==> config.mk <==
export PLATFORM = sky130hd
export DESIGN_NAME = jp_dev_flat
export DESIGN_NICKNAME = d
export VERILOG_FILES = /design/src/rtl/jp_dev_if.sv /design/src/rtl/jp_dev.sv /design/src/flat_wrapper.sv
export SDC_FILE = /design/constraint.sdc
export NUM_CORES = 1
export LEC_CHECK = 0
export ABC_AREA = 0
export BUFFER_PORTS_ARGS = -buffer_cell sky130_fd_sc_hd__clkbuf_2
export CELL_PAD_IN_SITES_DETAIL_PLACEMENT = 0
export CELL_PAD_IN_SITES_GLOBAL_PLACEMENT = 1
export CORE_MARGIN = 4
export CORE_UTILIZATION = 25
export CTS_CLUSTER_SIZE = 16
export DETAILED_ROUTE_END_ITERATION = 7
export GPL_TIMING_DRIVEN = 0
export PLACE_DENSITY_LB_ADDON = 0.1
export SYNTH_ARGS = -nofsm -noshare
export SYNTH_HDL_FRONTEND = slang
export SYNTH_SLANG_ARGS = --single-unit
==> constraint.sdc <==
create_clock -name clk -period 2.1 [get_ports clk]
set_clock_uncertainty 0.2 [all_clocks]
set_input_delay 0.315 -clock clk [delete_from_list [all_inputs] [get_ports clk]]
set_output_delay 0.315 -clock clk [all_outputs]
set_load 0.1 [all_outputs]
==> src/rtl/jp_dev_if.sv <==
// Host-side NES joypad port.
//   jp_latch : host latch pin (host -> pad)
//   jp_clk   : host shift clock pin (host -> pad)
//   jp_data  : serial button data, active-low (pad -> host)
// master = console/host side, slave = controller (jp_dev) side.
interface jp_dev_if;
  logic jp_latch;
  logic jp_clk;
  logic jp_data;

  modport master (output jp_latch, output jp_clk, input jp_data);
  modport slave  (input jp_latch, input jp_clk, output jp_data);
endinterface

==> src/rtl/jp_dev.sv <==
// jp_dev: controller-side model of the NES serial joypad (4021-style PISO).
//
// Ports:
//   clk        system clock
//   rst_n      asynchronous active-low reset
//   buttons    pressed state {right,left,down,up,start,select,B,A}, bit 0 = A
//   turbo_a/b  auto-fire enables for A/B (only used with JP_DEV_TURBO_EN)
//   jp         host port (jp_latch, jp_clk in; jp_data out, active-low)
//   poll       one-cycle pulse per detected latch falling edge
//   poll_done  one-cycle pulse on the 8th shift after a latch
//
// Optional feature macro: JP_DEV_TURBO_EN (turbo auto-fire on A/B).
//
// The host pins are asynchronous to clk; each passes through SYNC_STAGES
// flops plus one history flop used for edge detection. While the latch is
// high the shift register tracks the buttons continuously; the falling edge
// takes the final snapshot. Each host clock rise shifts toward bit 0 and
// fills with 1 (pressed), so the host reads 1s after the 8th bit, like a
// stock pad with its serial input grounded.
module jp_dev #(
  parameter int SYNC_STAGES  = 2,
  parameter int TURBO_FRAMES = 2
) (
  input  logic       clk,
  input  logic       rst_n,
  input  logic [7:0] buttons,
  input  logic       turbo_a,
  input  logic       turbo_b,
  jp_dev_if.slave    jp,
  output logic       poll,
  output logic       poll_done
);

  logic [SYNC_STAGES-1:0] lat_sync;
  logic [SYNC_STAGES-1:0] clk_sync;
  logic                   lat_hist;
  logic                   clk_hist;
  logic                   lat_s;
  logic                   clk_s;
  logic                   lat_fall;
  logic                   clk_rise;
  logic [7:0]             eff_buttons;
  logic [7:0]             sr;
  logic [3:0]             cnt;

  // Input synchronizers and edge-detect history
  always_ff @(posedge clk or negedge rst_n) begin
    if (!rst_n) begin
      lat_sync <= '0;
      clk_sync <= '0;
      lat_hist <= 1'b0;
      clk_hist <= 1'b0;
    end else begin
      lat_sync <= {lat_sync[SYNC_STAGES-2:0], jp.jp_latch};
      clk_sync <= {clk_sync[SYNC_STAGES-2:0], jp.jp_clk};
      lat_hist <= lat_sync[SYNC_STAGES-1];
      clk_hist <= clk_sync[SYNC_STAGES-1];
    end
  end

  assign lat_s    = lat_sync[SYNC_STAGES-1];
  assign clk_s    = clk_sync[SYNC_STAGES-1];
  assign lat_fall = lat_hist & ~lat_s;
  assign clk_rise = clk_s & ~clk_hist;

`ifdef JP_DEV_TURBO_EN
  localparam logic [7:0] TURBO_LAST = 8'(TURBO_FRAMES - 1);

  logic [7:0] turbo_cnt;
  logic       phase;

  // Phase flips every TURBO_FRAMES polls. It advances on the registered
  // poll pulse, i.e. after the snapshot of the current poll was taken.
  always_ff @(posedge clk or negedge rst_n) begin
    if (!rst_n) begin
      turbo_cnt <= 8'd0;
      phase     <= 1'b0;
    end else if (poll) begin
      if (turbo_cnt == TURBO_LAST) begin
        turbo_cnt <= 8'd0;
        phase     <= ~phase;
      end else begin
        turbo_cnt <= turbo_cnt + 8'd1;
      end
    end
  end

  assign eff_buttons = {buttons[7:2],
                        buttons[1] | (turbo_b & phase),
                        buttons[0] | (turbo_a & phase)};
`else
  logic unused_turbo;
  assign unused_turbo = turbo_a | turbo_b;
  assign eff_buttons  = buttons;
`endif

  // Shift register and saturating bit counter.
  // Priority: latch level > latch falling edge > clock rising edge.
  always_ff @(posedge clk or negedge rst_n) begin
    if (!rst_n) begin
      sr        <= 8'd0;
      cnt       <= 4'd0;
      poll      <= 1'b0;
      poll_done <= 1'b0;
    end else begin
      poll      <= 1'b0;
      poll_done <= 1'b0;
      if (lat_s) begin
        sr  <= eff_buttons;
        cnt <= 4'd0;
      end else if (lat_fall) begin
        sr   <= eff_buttons;
        poll <= 1'b1;
      end else if (clk_rise) begin
        sr <= {1'b1, sr[7:1]};
        if (cnt != 4'd8) begin
          cnt <= cnt + 4'd1;
        end
        poll_done <= (cnt == 4'd7);
      end
    end
  end

  assign jp.jp_data = ~sr[0];

endmodule
==> src/flat_wrapper.sv <==
// flat-port wrapper written by rule: the top's interface ports become plain ports
module jp_dev_flat 
#(
  parameter int SYNC_STAGES  = 2,
  parameter int TURBO_FRAMES = 2
)
  (clk, rst_n, buttons, turbo_a, turbo_b, poll, poll_done, jp_jp_latch, jp_jp_clk, jp_jp_data);
  jp_dev_if jp_i ();
  input  logic clk;
  input  logic rst_n;
  input  logic [7:0] buttons;
  input  logic turbo_a;
  input  logic turbo_b;
  output logic poll;
  output logic poll_done;
  input wire logic [$bits(jp_i.jp_latch)-1:0] jp_jp_latch;
  input wire logic [$bits(jp_i.jp_clk)-1:0] jp_jp_clk;
  output wire logic [$bits(jp_i.jp_data)-1:0] jp_jp_data;
  assign jp_i.jp_latch = jp_jp_latch;
  assign jp_i.jp_clk = jp_jp_clk;
  assign jp_jp_data = jp_i.jp_data;
  jp_dev #(.SYNC_STAGES(SYNC_STAGES), .TURBO_FRAMES(TURBO_FRAMES)) u_core (.clk(clk), .rst_n(rst_n), .buttons(buttons), .turbo_a(turbo_a), .turbo_b(turbo_b), .jp(jp_i), .poll(poll), .poll_done(poll_done));
endmodule
Yosys cells after proc, flatten, opt, wreduce, memory -nomap -nowiden --
Cells that the tools add are included.
Cells by class: add/sub/neg operators 1, equality and inequality tests 3, multiplexer cells 12, bitwise operators 5, reduce and logical (&&, ||, !) cells 4
Operators with widths (count):
- $mux 8 | 3
- $mux 4 | 4
- $mux 1 | 5
- $add 4x1->4 const B | 1
- $eq 4x3->1 const B | 1
- $ne 4x4->1 const B | 1
- $reduce_bool 2->1 | 2
- $not 1->1 | 3
- $reduce_and 3->1 | 1
- $reduce_bool 3->1 | 1
- $and 1x1->1 | 2
- $ne 2x1->1 const B | 1
Storage, ports and cells: register bits after elaboration 20, input bits 14, output and inout bits 3, word-level logic and storage cells 33

Depth between registers and ports, before layout --
Gate-level depths: netlist of run 1.
depth in word-level cells 5, gate-level depth with buffers 5, mapped depth without buffers 5

Worst setup path before layout of run 1 --
No wires, ideal clock.
path kind flip-flop to output port, from reg u_core.sr[0], to out jp_jp_data, data arrival time 0.945 ns, data required time 1.585 ns, setup slack 0.640 ns, cell stages (with the launch flop) 2, path buffers 0, cell sequence dfrtp_1 inv_1
On the way: cells in the longest elaborated chain, start to end 1
Ends and longest elaborated chain:
- from (decl) | line jp_dev.sv:43 | logic [7:0] sr;
- from (signal assigned) | line jp_dev.sv:109 | sr <= eff_buttons;
- from (signal assigned) | line jp_dev.sv:112 | sr <= eff_buttons;
- from (signal assigned) | line jp_dev.sv:115 | sr <= {1'b1, sr[7:1]};
- $not 1->1 | line jp_dev.sv:124 | assign jp.jp_data = ~sr[0];
- to (decl) | line flat_wrapper.sv:18 | output wire logic [$bits(jp_i.jp_data)-1:0] jp_jp_data;
No other way between the ends.

Worst setup path in the final report of run 1 --
Same ends and word-level chain as after synthesis.

==> impl_metrics.ini, run 1 <==
[logic_synthesis]
synth_edf_count = 0
netlist_area_um2 = 853.3
synth-async-reset-ratio_pct = 100.0
yosysWarnings = 0
synth.distinct_cells = 23
synth-main-ff-cell = dfrtp_1
synth_top_cell_area_share_pct = 58.65
synth_seq_cells = 20
syn-num-nets = 90
synth.most_common_cell = dfrtp_1
synthTopCellsByCount = 20 x dfrtp_1, 10 x nand2_1, 8 x mux2i_1
synth.area.top_cells = dfrtp_1 59%, mux2i_1 9.4%, nand2_1 4.4%, o21ai_0 3.5%, ha_1 2.9%
avgSynthCellArea_um2 = 11.53
synth_cells = 74
yosysSeqAreaShare_pct = 58.65
synth_top_area_cell = dfrtp_1

[run]
cap_violations = 0

[timing]
final.period_utilization_pct = 81.30
worst_pin_slew_ns = 0.5395
max_slew_margin_pct = 64.19
hold_viol_final = 0
rsz0062_at_grt = no
fin_crit_ns = 1.707
setup_ws_ns = 0.3927
fmax_mhz = 585.7
fin_setup_tns_ns = 0
slew_violations = 0
setup_viol = 0

[worst_setup_path]
reg2regPathDepth = 5
path_max_fanout = 2
end_kind = output pin
worstPathArrival_ns = 1.19
reg2reg_slack_ns = 0.54
r2r-start = u_core.cnt[0]$_DFFE_PN0P_
crit_required_ns = 1.58
crit_type = reg -> out
r2r_end = u_core.cnt[0]$_DFFE_PN0P_
start_kind = register

[floorplanning]
chipWidth_um = 66.43
row_count = 20
initial_core_util_pct = 27.06
dieHeight_um = 66.43
core_area_um2 = 3153
io_pins = 17
die_area_um2 = 4412

[place]
place_ws_ns = 0.5358
portBuffers = 14
place.gp.congestion = 0.6192
hpwl_um = 1088
placed_cells = 132

[power_and_ir_drop]
switchingPower_mw = 0.1848
p_comb_share_pct = 12.5
power_mw = 0.7347
p_int_mw = 0.5499
p_seq_share_pct = 57.3
p_sw_share_pct = 25.15
p_clk_share_pct = 30.2
powerDensity_nw_per_um2 = 690.0
p_leak_nw = 0.5159
ir_drop_uv = 309.3

[grt]
grt_pass1_vias = 623
grt_overflow = 0
grtUsageTotal_pct = 8.585
antenna_found_initial = 0
grt_max_degree = 21
grt_pass1_wl_um = 2822

[clocking]
clk_path_buf_depth = 2
clk_pin_slew_ns = 0.12
ctsResizeCount = 0
cts_buffers = 3
holdBufCountCts = 5
clkSinkCount = 20
postCtsSetupBuffers = 0
htreeDepth = 1
cts_tree = built
cts_root_buffer = clkbuf_4
clock_latency_ns = 0.30

[min_path]
worstHoldPathCells = 3
hold_start = buttons[1]
min-delay-path-class = in -> reg
holdPathEnd = u_core.sr[1]$_DFFE_PN0P_

[finish]
nets = 114
area_delta_synth_final_pct = 24.78
drive_gt1_share_pct = 24.74
final_cells = 141
diodes = 0
fillers = 351

[outcome]
outcome = finished clean

[drt]
routedWlPerCell_um = 10.88
dr.pass1.iters = 4
routed_wl_um = 1534
ant_nets = 0
drtIter0Drc = 16
num_vias = 578
drc_errors = 0
via_per_inst = 4.099
[flip-flops by register name (all words and copies together) (netlist names)]
signal	flops
u_core.lat_sync	2
u_core.clk_hist	1
u_core.lat_hist	1
u_core.clk_sync	2
u_core.poll_done	1
u_core.poll	1
u_core.sr	8
u_core.cnt	4
[how the worst max path moves through the flow]
stage                                    end                         start  slack [ns]  cells after the start
finish                            jp_jp_data      u_core.sr[0]$_DFFE_PN0P_        0.39                      2
global route                      jp_jp_data      u_core.sr[0]$_DFFE_PN0P_        0.34                      2
CTS                               jp_jp_data      u_core.sr[0]$_DFFE_PN0P_        0.38                      2
detailed placement  u_core.sr[2]$_DFFE_PN0P_  u_core.lat_sync[1]$_DFF_PN0_        0.54                      5
global placement    u_core.sr[5]$_DFFE_PN0P_  u_core.lat_sync[1]$_DFF_PN0_        0.52                      5
floorplan                         jp_jp_data      u_core.sr[0]$_DFFE_PN0P_        0.64                      1
[stage by stage]
stage	util [%]	instance area, um^2	hold WS, ns
after CTS	33.77	1065	0.005411
after floorplan	-	853.3	-0.1806
after detailed placement	31.03	978.4	0.1172
final	33.77	1065	0.009817
after global placement	31.03	978.4	0.1177
after global routing	33.77	1065	0.003161
[per-layer routing]
metal	GRT usage, %	wire length (um)
met3	3.571	84
met5	0	0
met4	3.046	18
met2	13.01	649
met1	10.86	781
[cells in the final DEF, fill, tap and decap left out, types with 2 or more instances in the layout]
cell type,n
a21oi_1,2
buf_2,3
clkbuf_2,14
clkbuf_4,3
dfrtp_1,20
dlygate4sd3_1,5
ha_1,2
inv_1,4
mux2i_1,8
nand2_1,10
nand2b_1,2
nor2_1,2
nor2b_1,2
o21ai_0,6
o21ai_1,2
[critical path, cell delays in order (launching register included)]
cell and delay (ns):
dfrtp_1 0.39, inv_1 0.05, clkbuf_2 0.44
[logic make-up (layout without fill, tap and decap cells)]
kind of cell	count (synthesis)	count (layout)	share of synthesized area, %
buffers and inverters	7	30	3.518
AND/OR/NAND/NOR	23	23	15.69
adder cells (fa/ha/maj)	2	2	2.932
AO/OA/AOI/OAI	13	13	8.506
flip-flops	20	20	58.65
multiplexers	9	9	10.70
[power by group through the flow]
stage | clock (mW) | sequential, mW | combinational (mW)
final | 0.222 | 0.421 | 0.0920
after global routing | 0.250 | 0.425 | 0.104
after CTS | 0.236 | 0.421 | 0.0950
after detailed placement | 0 | 0.429 | 0.0873
after global placement | 0 | 0.429 | 0.0865
after floorplan | 0 | 0.432 | 0.0521
[area by class of cell]
type / count / area [um^2] / area share [%]
Inverter: 4 / 15.01 / 1.410
Timing Repair Buffer: 19 / 120.1 / 11.28
Clock buffer: 4 / 36.28 / 3.408
Tap cell: 44 / 55.05 / 5.170
Buffer: 3 / 15.01 / 1.410
Sequential cell: 20 / 500.5 / 47.00
Multi-Input combinational cell: 47 / 322.8 / 30.32
Note: power is estimated with default switching activity, not from simulation.
==> run 2, diff against run 1 <==
--- a/config.mk
+++ b/config.mk
@@ -5,7 +5,7 @@
 export SDC_FILE = /design/constraint.sdc
 export NUM_CORES = 1
 export LEC_CHECK = 0
-export ABC_AREA = 0
+export ABC_AREA = 1
 export BUFFER_PORTS_ARGS = -buffer_cell sky130_fd_sc_hd__clkbuf_2
 export CELL_PAD_IN_SITES_DETAIL_PLACEMENT = 0
 export CELL_PAD_IN_SITES_GLOBAL_PLACEMENT = 1
==> constraint.sdc (replaced) <==
create_clock -name clk -period 1.77 [get_ports clk]
set_clock_uncertainty 0.2 [all_clocks]
set_input_delay 0.2655 -clock clk [delete_from_list [all_inputs] [get_ports clk]]
set_output_delay 0.2655 -clock clk [all_outputs]
set_load 0.1 [all_outputs]
==> run 2 against run 1 <==
Against the previous run:
- die area grew 1.9%
- final cell count grew 19%
- sequential power grew 19%
- area after synthesis grew 2.2%
- worst setup slack lost 0.26 ns
- routed wire length grew 2.4%
- via count grew 16%
- first-iteration DRC count grew 56%
- count of clock-buffer cells in the layout shrank 1
==> impl_metrics.ini, run 2 <==
[finish]
final_cells = 168
area_delta_synth_final_pct = 29.84
nets = 140
diodes = 0
fin_util_pct = 33.67
largest_register = u_core.sr
final_cell_area_um2 = 1132
final_common_cell = nand2_1
reg.largest.list = u_core.sr: 8 flops, u_core.cnt: 4 flops
mostFrequentLayoutCells = 34 x nand2_1, 20 x dfrtp_1, 14 x clkbuf_2, 11 x dlygate4sd3_1, 10 x nand3_1
largest_reg_flops = 8
drive_gt1_share_pct = 21.31

[drt]
routed_wl_um = 1571
ant_nets = 0
num_vias = 669
dr.pass1.iters = 4
routedWlPerCell_um = 9.351
via_per_inst = 3.982
drc_errors = 0
drtIter0Drc = 25

[timing]
worst_pin_slew_ns = 0.5418
fmax_mhz = 611.9
fin_setup_tns_ns = 0
rsz0062_at_grt = no
hold_viol_final = 0
fin_crit_ns = 1.634
setup_viol = 0
final.period_utilization_pct = 92.33
slew_violations = 0
max_slew_margin_pct = 64.03

[logic_synthesis]
synth-async-reset-ratio_pct = 100.0
synth-main-ff-cell = dfrtp_1
synth_top_cell_area_share_pct = 57.39
synth.most_common_cell = nand2_1
synthTopCellsByCount = 34 x nand2_1, 20 x dfrtp_1, 10 x nand3_1
synth.distinct_cells = 13
synth_edf_count = 0
yosysSeqAreaShare_pct = 57.39
syn-num-nets = 110
synth_seq_cells = 20
avgSynthCellArea_um2 = 9.278
netlist_area_um2 = 872.1
yosysWarnings = 0
synth_cells = 94
synth.area.top_cells = dfrtp_1 57%, nand2_1 15%, nand3_1 5.7%, inv_1 3.9%, nor2_4 3.9%
synth_top_area_cell = dfrtp_1

[place]
hpwl_um = 1143
placed_cells = 154
place.gp.congestion = 0.6756
placed_area_um2 = 999.7
portBuffers = 14

[min_path]
min-delay-path-class = reg -> reg
worstHoldPathCells = 0
hold_start = u_core.clk_sync[0]$_DFF_PN0_

[worst_setup_path]
r2r-start = u_core.lat_sync[1]$_DFF_PN0_
reg2regPathDepth = 5
path_cells = inv_1 -> clkbuf_2
crit_type = reg -> out
slowest_delay_ns = 0.44
crit_slowest_cell = clkbuf_2
start_kind = register
critPathTopFamily = buffers and inverters
crit_required_ns = 1.30
worstPathBufferInverterCount = 2
worstPathArrival_ns = 1.17
crit_start = u_core.sr[0]$_DFFE_PN0P_
end_kind = output pin
path_max_fanout = 2
cp.depth = 2
reg2reg_slack_ns = 0.40

[floorplanning]
chipWidth_um = 67.06
initial_core_util_pct = 25.93
die_area_um2 = 4497
dieHeight_um = 67.06
row_count = 21
io_pins = 17
core_area_um2 = 3363

[clocking]
clk_path_buf_depth = 2
holdBufCountCts = 11
htreeDepth = 1
cts_tree = built
clock_latency_ns = 0.29
ctsResizeCount = 0
clk_pin_slew_ns = 0.10
cts_buffers = 3
clkSinkCount = 20
cts_root_buffer = clkbuf_4
postCtsSetupBuffers = 0

[power_and_ir_drop]
p_leak_nw = 0.5695
ir_drop_uv = 320.2
powerDensity_nw_per_um2 = 732.3
power_mw = 0.8292

[grt]
antenna_found_initial = 0
grt_max_degree = 21
grt_pass1_vias = 618
grt_pass1_wl_um = 2746
grtUsageTotal_pct = 8.345
grt_overflow = 0

[run]
cap_violations = 0

[outcome]
outcome = finished clean
[run 2: worst paths after layout]
path | to
worst max register to register | u_core.sr[2]$_DFFE_PN0P_
worst min-delay path | u_core.clk_sync[1]$_DFF_PN0_
worst min register to register | u_core.clk_sync[1]$_DFF_PN0_
max in group asynchronous | u_core.sr[5]$_DFFE_PN0P_
worst max-delay path | jp_jp_data
min in group asynchronous | u_core.sr[0]$_DFFE_PN0P_
[run 2: final cells by class]
type | count | area, um^2
fill | 384 | 2231
tap | 46 | 57.56
inverter | 11 | 41.29
timing repair buffer | 25 | 180.2
multi-input combinational | 63 | 330.3
clock buffer | 3 | 22.52
sequential | 20 | 500.5
[run 2: layer usage]
metal | global-route usage (%) | part of all wire, % | wire, um | vias up
met3 | 1.686 | 3.8 | 60 | 2
li1 | - | - | - | 346
met5 | 0 | 0 | 0 | -
met4 | 5.316 | 1.3 | 21 | 0
met1 | 10.98 | 48 | 757 | 314
met2 | 12.27 | 46 | 730 | 7
[run 2: cell families (layout without fill, tap and decap cells)]
| logic type | after synthesis | count (layout) | synth area share [%] |
|---|---|---|---|
| flops | 20 | 20 | 57.39 |
| fa+ha+maj | 2 | 2 | 2.869 |
| simple gates | 58 | 58 | 32.86 |
| compound gates | 3 | 3 | 2.152 |
| buf+inv | 11 | 39 | 4.735 |
[run 2: metrics by stage]
stage                     setup slack, ns  hold WS, ns
final                              0.1357       0.1588
after global routing              0.05495       0.1747
after CTS                          0.1057       0.1622
after detailed placement           0.3947      0.06850
after global placement             0.3992      0.07461
after floorplan                    0.3589      -0.2301
[run 2: power by group]
part	switching [mW]	internal (mW)	leakage [nW]
combinational	0.0764	0.0476	0.309
sequential	0.0172	0.483	0.247
clock	0.126	0.0790	0.0138
total	0.219	0.610	0.570
==> run 3, diff against run 2 <==
--- a/config.mk
+++ b/config.mk
@@ -10,7 +10,7 @@
 export CELL_PAD_IN_SITES_DETAIL_PLACEMENT = 0
 export CELL_PAD_IN_SITES_GLOBAL_PLACEMENT = 1
 export CORE_MARGIN = 4
-export CORE_UTILIZATION = 25
+export CORE_UTILIZATION = 39
 export CTS_CLUSTER_SIZE = 16
 export DETAILED_ROUTE_END_ITERATION = 7
 export GPL_TIMING_DRIVEN = 0
==> run 3 against run 2 <==
Against the previous run:
- first-iteration DRC count fell by 64%
- sequential cell count did not move
- largest cell class unchanged
- count of clock-buffer cells in the layout rose by 1
- routed wire length fell by 4.0%
- critical path type unchanged
- combinational power barely moved
- critical path depth did not move
- global-route usage rose by 2.9 points
==> impl_metrics.ini, run 3 (synthesized netlist as in run 2, its figures left out) <==
[finish]
reg.largest.list = u_core.sr: 8 flops, u_core.cnt: 4 flops
fin_util_pct = 54.47
drive_gt1_share_pct = 22.13
mostFrequentLayoutCells = 34 x nand2_1, 20 x dfrtp_1, 14 x clkbuf_2, 10 x nand3_1, 10 x dlygate4sd3_1
diodes = 0
final_cells = 149
nets = 139
final_common_cell = nand2_1
largest_reg_flops = 8
area_delta_synth_final_pct = 27.55
final_cell_area_um2 = 1112
fillers = 205
largest_register = u_core.sr

[floorplanning]
row_count = 16
chipWidth_um = 55.29
initial_core_util_pct = 42.71
dieHeight_um = 55.29
core_area_um2 = 2042
die_area_um2 = 3056
io_pins = 17

[min_path]
min-delay-path-class = in -> reg
worstHoldPathCells = 3
hold_start = buttons[7]
holdPathEnd = u_core.sr[7]$_DFFE_PN0P_

[power_and_ir_drop]
ir_drop_uv = 489.0
p_leak_nw = 0.5725
powerDensity_nw_per_um2 = 793.0

[timing]
fin_setup_tns_ns = 0
fin_crit_ns = 1.651
rsz0062_at_grt = no
fmax_mhz = 605.6
worst_pin_slew_ns = 0.5399
hold_viol_final = 0
final.period_utilization_pct = 93.29
max_slew_margin_pct = 64.16
slew_violations = 0
setup_viol = 0
holdWs_ns = 0.01391

[clocking]
cts_root_buffer = clkbuf_4
htreeDepth = 1
clkSinkCount = 20
ctsResizeCount = 0
clock_latency_ns = 0.29
cts_tree = built
clk_pin_slew_ns = 0.11
clk_path_buf_depth = 2
cts_buffers = 3

[drt]
drc_errors = 0
ant_nets = 0
top_layer = met4
drtIter0Drc = 9
dr.pass1.iters = 4
routedWlPerCell_um = 10.12
dr_wl_met2_um = 706
wl_met3_um = 53
num_vias = 655
routed_wl_um = 1508
via_per_inst = 4.396
wl_met1_um = 735

[grt]
grtUsageTotal_pct = 11.25
grt_max_degree = 21
grt_overflow = 0
antenna_found_initial = 0
grt_pass1_wl_um = 2815
grt_pass1_vias = 660

[worst_setup_path]
worstPathBufferInverterCount = 2
crit_type = reg -> out
crit_slowest_cell = clkbuf_2
path_cells = inv_1 -> clkbuf_2
worstPathArrival_ns = 1.19
path_max_fanout = 2
start_kind = register
r2r_end = u_core.cnt[1]$_DFFE_PN0P_
critPathTopFamily = buffers and inverters
end_kind = output pin
reg2regPathDepth = 6
r2r-start = u_core.cnt[0]$_DFFE_PN0P_
reg2reg_slack_ns = 0.41
crit_required_ns = 1.30
slowest_delay_ns = 0.44

[place]
place.gp.congestion = 0.6839
placed_area_um2 = 975.9
hpwl_um = 1061
placed_cells = 135
portBuffers = 14

[outcome]
outcome = finished clean

[run]
cap_violations = 0
-- run 3: final cells by class --
cell class	instances	area, um^2	area share (%)
tap	27	33.78	3.037
timing repair buffer	24	170.2	15.30
clock buffer	4	36.28	3.262
inverter	11	41.29	3.712
multi-input combinational	63	330.3	29.70
sequential	20	500.5	44.99
-- run 3: how the worst max path moves through the flow --
| stage | startpoint | to | slack [ns] | cells after the start |
|---|---|---|---|---|
| global placement | u_core.lat_sync[1]$_DFF_PN0_ | u_core.sr[4]$_DFFE_PN0P_ | 0.42 | 5 |
| floorplan | u_core.sr[0]$_DFFE_PN0P_ | jp_jp_data | 0.36 | 1 |
| detailed placement | u_core.lat_sync[1]$_DFF_PN0_ | u_core.sr[4]$_DFFE_PN0P_ | 0.40 | 5 |
| finish | u_core.sr[0]$_DFFE_PN0P_ | jp_jp_data | 0.12 | 2 |
| CTS | u_core.sr[0]$_DFFE_PN0P_ | jp_jp_data | 0.10 | 2 |
| global route | u_core.sr[0]$_DFFE_PN0P_ | jp_jp_data | 0.06 | 2 |
-- run 3: routing by layer --
metal / GRT usage, % / vias up
li1: - / 347
met2: 18.41 / 9
met4: 4.167 / 0
met1: 14.73 / 297
met5: 0 / -
met3: 2.098 / 2
-- run 3: through the flow --
step / setup WS (ns) / power [mW]
4_1_cts: 0.1035 / 0.8937
3_5_place_dp: 0.3990 / 0.6173
5_1_grt: 0.05784 / 0.9329
6_report: 0.1188 / 0.8821
3_3_place_gp: 0.4174 / 0.6151
2_1_floorplan: 0.3589 / 0.5810
-- run 3: worst min-delay path, delay by kind of cell --
| family | cells | cell delay [ns] |
|---|---|---|
| AOI/OAI and AO/OA | 2 | 0.13 |
| buffers and inverters | 1 | 0.08 |
-- run 3: timing repair --
action	CTS	global route
buffers inserted	0	0
hold endpoints to repair	29	0
hold buffers	10	0
-- run 3: where the power goes --
| part | switching [mW] | internal (mW) | total [mW] |
|---|---|---|---|
| combinational | 0.0756 | 0.0462 | 0.122 |
| sequential | 0.0177 | 0.483 | 0.501 |
| clock | 0.134 | 0.125 | 0.259 |
| total | 0.227 | 0.655 | 0.882 |
